==> config.mk <==
export PLATFORM = sky130hd
export DESIGN_NAME = tt_settle_timer
export DESIGN_NICKNAME = d
export VERILOG_FILES = /design/src/rtl/tt_settle_timer.sv
export SDC_FILE = /design/constraint.sdc
export NUM_CORES = 1
export LEC_CHECK = 0
export BUFFER_PORTS_ARGS = -buffer_cell sky130_fd_sc_hd__buf_4
export CAP_MARGIN = 20
export CORE_AREA = 2 2 39 41
export DETAILED_ROUTE_END_ITERATION = 8
export DIE_AREA = 0 0 41 43
export GPL_TIMING_DRIVEN = 0
export HOLD_SLACK_MARGIN = 0.15
export PLACE_DENSITY = 0.49
export SLEW_MARGIN = 20
export SYNTH_ARGS = -nofsm -noshare
export SYNTH_HDL_FRONTEND = slang
export SYNTH_SLANG_ARGS = --single-unit
==> constraint.sdc <==
create_clock -name clk -period 1.5 [get_ports clk]
set_input_delay 0.375 -clock clk [delete_from_list [all_inputs] [get_ports clk]]
set_output_delay 0.375 -clock clk [all_outputs]
set_load 0.005 [all_outputs]
==> src/rtl/tt_settle_timer.sv <==
// Loadable down-counter; expire flags the last settle cycle of a vector.
module tt_settle_timer #(
   parameter int unsigned W = 4
) (
   input  logic         clk,
   input  logic         rst,
   input  logic         load,
   input  logic [W-1:0] value,
   output logic         expire
);

   logic [W-1:0] count_q;

   // Load takes priority; otherwise count down and rest at zero.
   always_ff @(posedge clk) begin
      if (rst)
         count_q <= '0;
      else if (load)
         count_q <= value;
      else if (count_q != '0)
         count_q <= count_q - 1'b1;
   end

   assign expire = (count_q == W'(1));

endmodule

==> Flow_metrics.wiki <==
{| class="wikitable"
! Metric !! Value
|-
| Vias in the first global route || 188
|-
| Antenna violations before repair || 0
|-
| Critical Setup Path Class || flip-flop to output pin
|-
| Final min period || 1.44 ns
|-
| Largest registers ranked by flip-flop count || count_q (4)
|-
| Depth of the most critical reg-to-reg path || 5
|-
| Unrepaired setup endpoints after global routing || false
|-
| Share of total power consumed by net switching || 27.7%
|-
| Tightest Pin Transition || 0.264 ns
|-
| Number of buffers on the longest clock path || 2
|-
| Clk network pwr share || 34.3%
|-
| Die height || 43 um
|-
| Post-synth net total || 37
|-
| Yosys warnings || 0
|-
| Finished layout cell area || 359 sq um
|-
| Clock Skews || 0.00412 ns
|-
| Number of top-level pins || 8
|-
| Status || completed
|-
| Antenna fix cells || 0
|-
| Most common cell after layout, fill and taps aside || buf_4
|-
| Power share of the sequential group || 35.4%
|-
| Crit share post-route || 96.1%
|-
| Endpoints failing setup || 0
|-
| Internal Power || 0.000283 W
|-
| Post-detailed-routing wire length || 497 um
|-
| Sequential share of the synthesized area || 32.5%
|-
| Clock buffer count from CTS || 3
|-
| Final hold violations || 0
|-
| Worst min-delay path category || input pin to flip-flop
|-
| Number of nets in the layout || 49
|-
| Total net switching power || 0.000109 W
|-
| First-pass GRT wire length || 703 um
|-
| Latest clock arrival within the worst-skew pair || 0.24 ns
|-
| Cells traversed along the worst timing path || inv_2, ha_1, nor3b_2, buf_4
|-
| Total die area || 1760 sq um
|-
| Hold depth || 2
|-
| Number of rows created at floorplan || 14
|-
| Clock Sinks || 4
|-
| Worst-case setup slack after placement || -0.148 ns
|-
| Power per standard cell area || 1090 nW/um^2
|-
| Data arrival time at the worst-slack endpoint || 1.07 ns
|-
| H-tree level count || 1
|-
| RePlAce Congestion || 0.631
|-
| Standard cell core area || 1380 sq um
|-
| Routed Antenna Nets || 0
|-
| IO buf count || 7
|-
| Area overhead of the layout relative to synthesis || 45.7%
|-
| Die width || 41 um
|-
| Clk Tree Root Cell || clkbuf_4
|-
| Average vias per placed instance || 4.28
|-
| Final worst setup slack || 0.0587 ns
|-
| Initial standard-cell utilization of the core || 17.8%
|-
| Sum of negative setup slack || 0 ns
|-
| Reg with most FFs || count_q
|-
| Required time worst endpoint || 1.12 ns
|-
| Total iterations of the first detailed-routing run || 1
|-
| Cell area after placement || 319 sq um
|-
| Routed WL per cell || 9.38 um
|-
| Post-cts hold buffer count || 0
|-
| Worst-case headroom to the max-slew limit || 82.4%
|-
| Stage delay of the slowest cell on the critical path || 0.33 ns
|-
| Synthesized netlist cell count || 27
|-
| Clock-pin slew of the registers on the worst-case setup and hold paths || 0.04 ns
|-
| Static leakage power || 0.154 nW
|-
| Vias || 227
|-
| Worst IR Drop VDD || 0.394 mV
|-
| Highest Clock Rate || 0.694 GHz
|-
| Commonest non-fill, non-tap cells in the layout || 7 x buf_4, 4 x nand2_1, 3 x ha_1, 3 x clkbuf_4, 3 x dfxtp_1
|-
| Slowest library cell on the worst path || dfxtp_2
|-
| #FFs+latches synth || 4
|-
| Max-slew violation count || 0
|-
| TritonCTS clock tree || yes
|-
| Synthesized cell area || 246 sq um
|-
| Crit-path max FO || 4
|-
| Largest register FFs || 4
|-
| Share of cells above drive strength 1 || 45.9%
|-
| Endpoint class of the critical path || output pin
|-
| Largest net degree at the start of global routing || 8
|-
| Number of remaining DRC errors || 0
|-
| Combined global-route utilization of all metal layers || 6.21%
|-
| Sort of element at the start of the critical path || flip-flop
|-
| Maximum Capacitance Violations || 0
|-
| Residual overflow from global routing || 0
|-
| Initial DRC Count || 0
|-
| Syn Area/Cell || 9.13 sq um
|-
| Distinct cell type count of the synthesized netlist || 15
|-
| Combinational cell fraction of total power || 30.3%
|}
[logic make-up after synthesis]
group	Yosys count	share of synthesized area (%)
AND/OR/NAND/NOR	9	20.3
AO/OA/AOI/OAI	6	17.3
flip-flops	4	32.5
adder cells (fa/ha/maj)	3	15.2
XOR/XNOR	2	7.11
buffers and inverters	2	3.05
multiplexers	1	4.57
[through the flow]
| step | total power, W | hold slack, ns | instances | util, % |
|---|---|---|---|---|
| detailed placement | 0.000244 | 0.579 | 50 | 23.1 |
| global route | 0.000418 | 0.322 | 53 | 25.9 |
| global placement | 0.000245 | 0.576 | 50 | 23.1 |
| finish | 0.000392 | 0.328 | 53 | 25.9 |
| CTS | 0.000386 | 0.327 | 53 | 25.4 |
| floorplan | 0.000210 | 0.437 | 27 | - |
[final timing paths]
path | slack, ns | end | startpoint
worst max-delay path | 0.06 | expire | count_q[1]
worst max register to register | 0.09 | count_q[1] | count_q[0]
worst min register to register | 0.64 | count_q[1] | count_q[1]
worst min-delay path | 0.33 | count_q[3] | rst
[repair_timing]
| action | in CTS | in global routing |
|---|---|---|
| setup buffers | 0 | 0 |
| endpoints found under the setup margin | 2 | 2 |
| gates resized for setup | 2 | 3 |
[power by group through the flow]
stage	logic [W]	registers, W	clock network [W]
after global routing	0.000133	0.000140	0.000145
after detailed placement	0.000109	0.000135	0
after floorplan	0.0000781	0.000132	0
after global placement	0.000109	0.000136	0
after CTS	0.000114	0.000135	0.000137
final	0.000119	0.000139	0.000134
[Yosys cell counts]
master	count	share of area [%]
dfxtp_1	4	32
nand2_1	4	6.1
ha_1	3	15
inv_1	2	3.0
nor3b_1	2	6.1
o22ai_1	2	5.1
xnor2_1	2	7.1
a211o_1	1	3.6
a21oi_1	1	2.0
a21oi_2	1	3.6
mux2_2	1	4.6
o31ai_1	1	3.0
or2_2	1	2.5
or3_1	1	2.5
or4_1	1	3.0
[final cells by class]
| cell class | instances | area [sq um] |
|---|---|---|
| Clock buffer | 3 | 22.5 |
| Fill cell | 151 | 1020 |
| Inverter | 2 | 7.51 |
| Multi-Input combinational cell | 21 | 175 |
| Sequential cell | 4 | 81.3 |
| Tap cell | 16 | 20.0 |
| Timing Repair Buffer | 7 | 52.6 |
[metal layers]
layer  up-vias  wire [um]  global-route usage (%)
met2         9        224                    8.75
met1       101        220                    7.01
li1        117          -                       -
met5         -          0                       0
met4         0          0                    4.00
met3         0         52                    3.14
[worst max-delay path, delay by kind of cell, from the launching register on]
family,cells,cell delay [ns]
flops,1,0.33
simple gates,1,0.15
buf+inv,2,0.19
fa+ha+maj,1,0.17
Power figures use the tool's default switching activity.
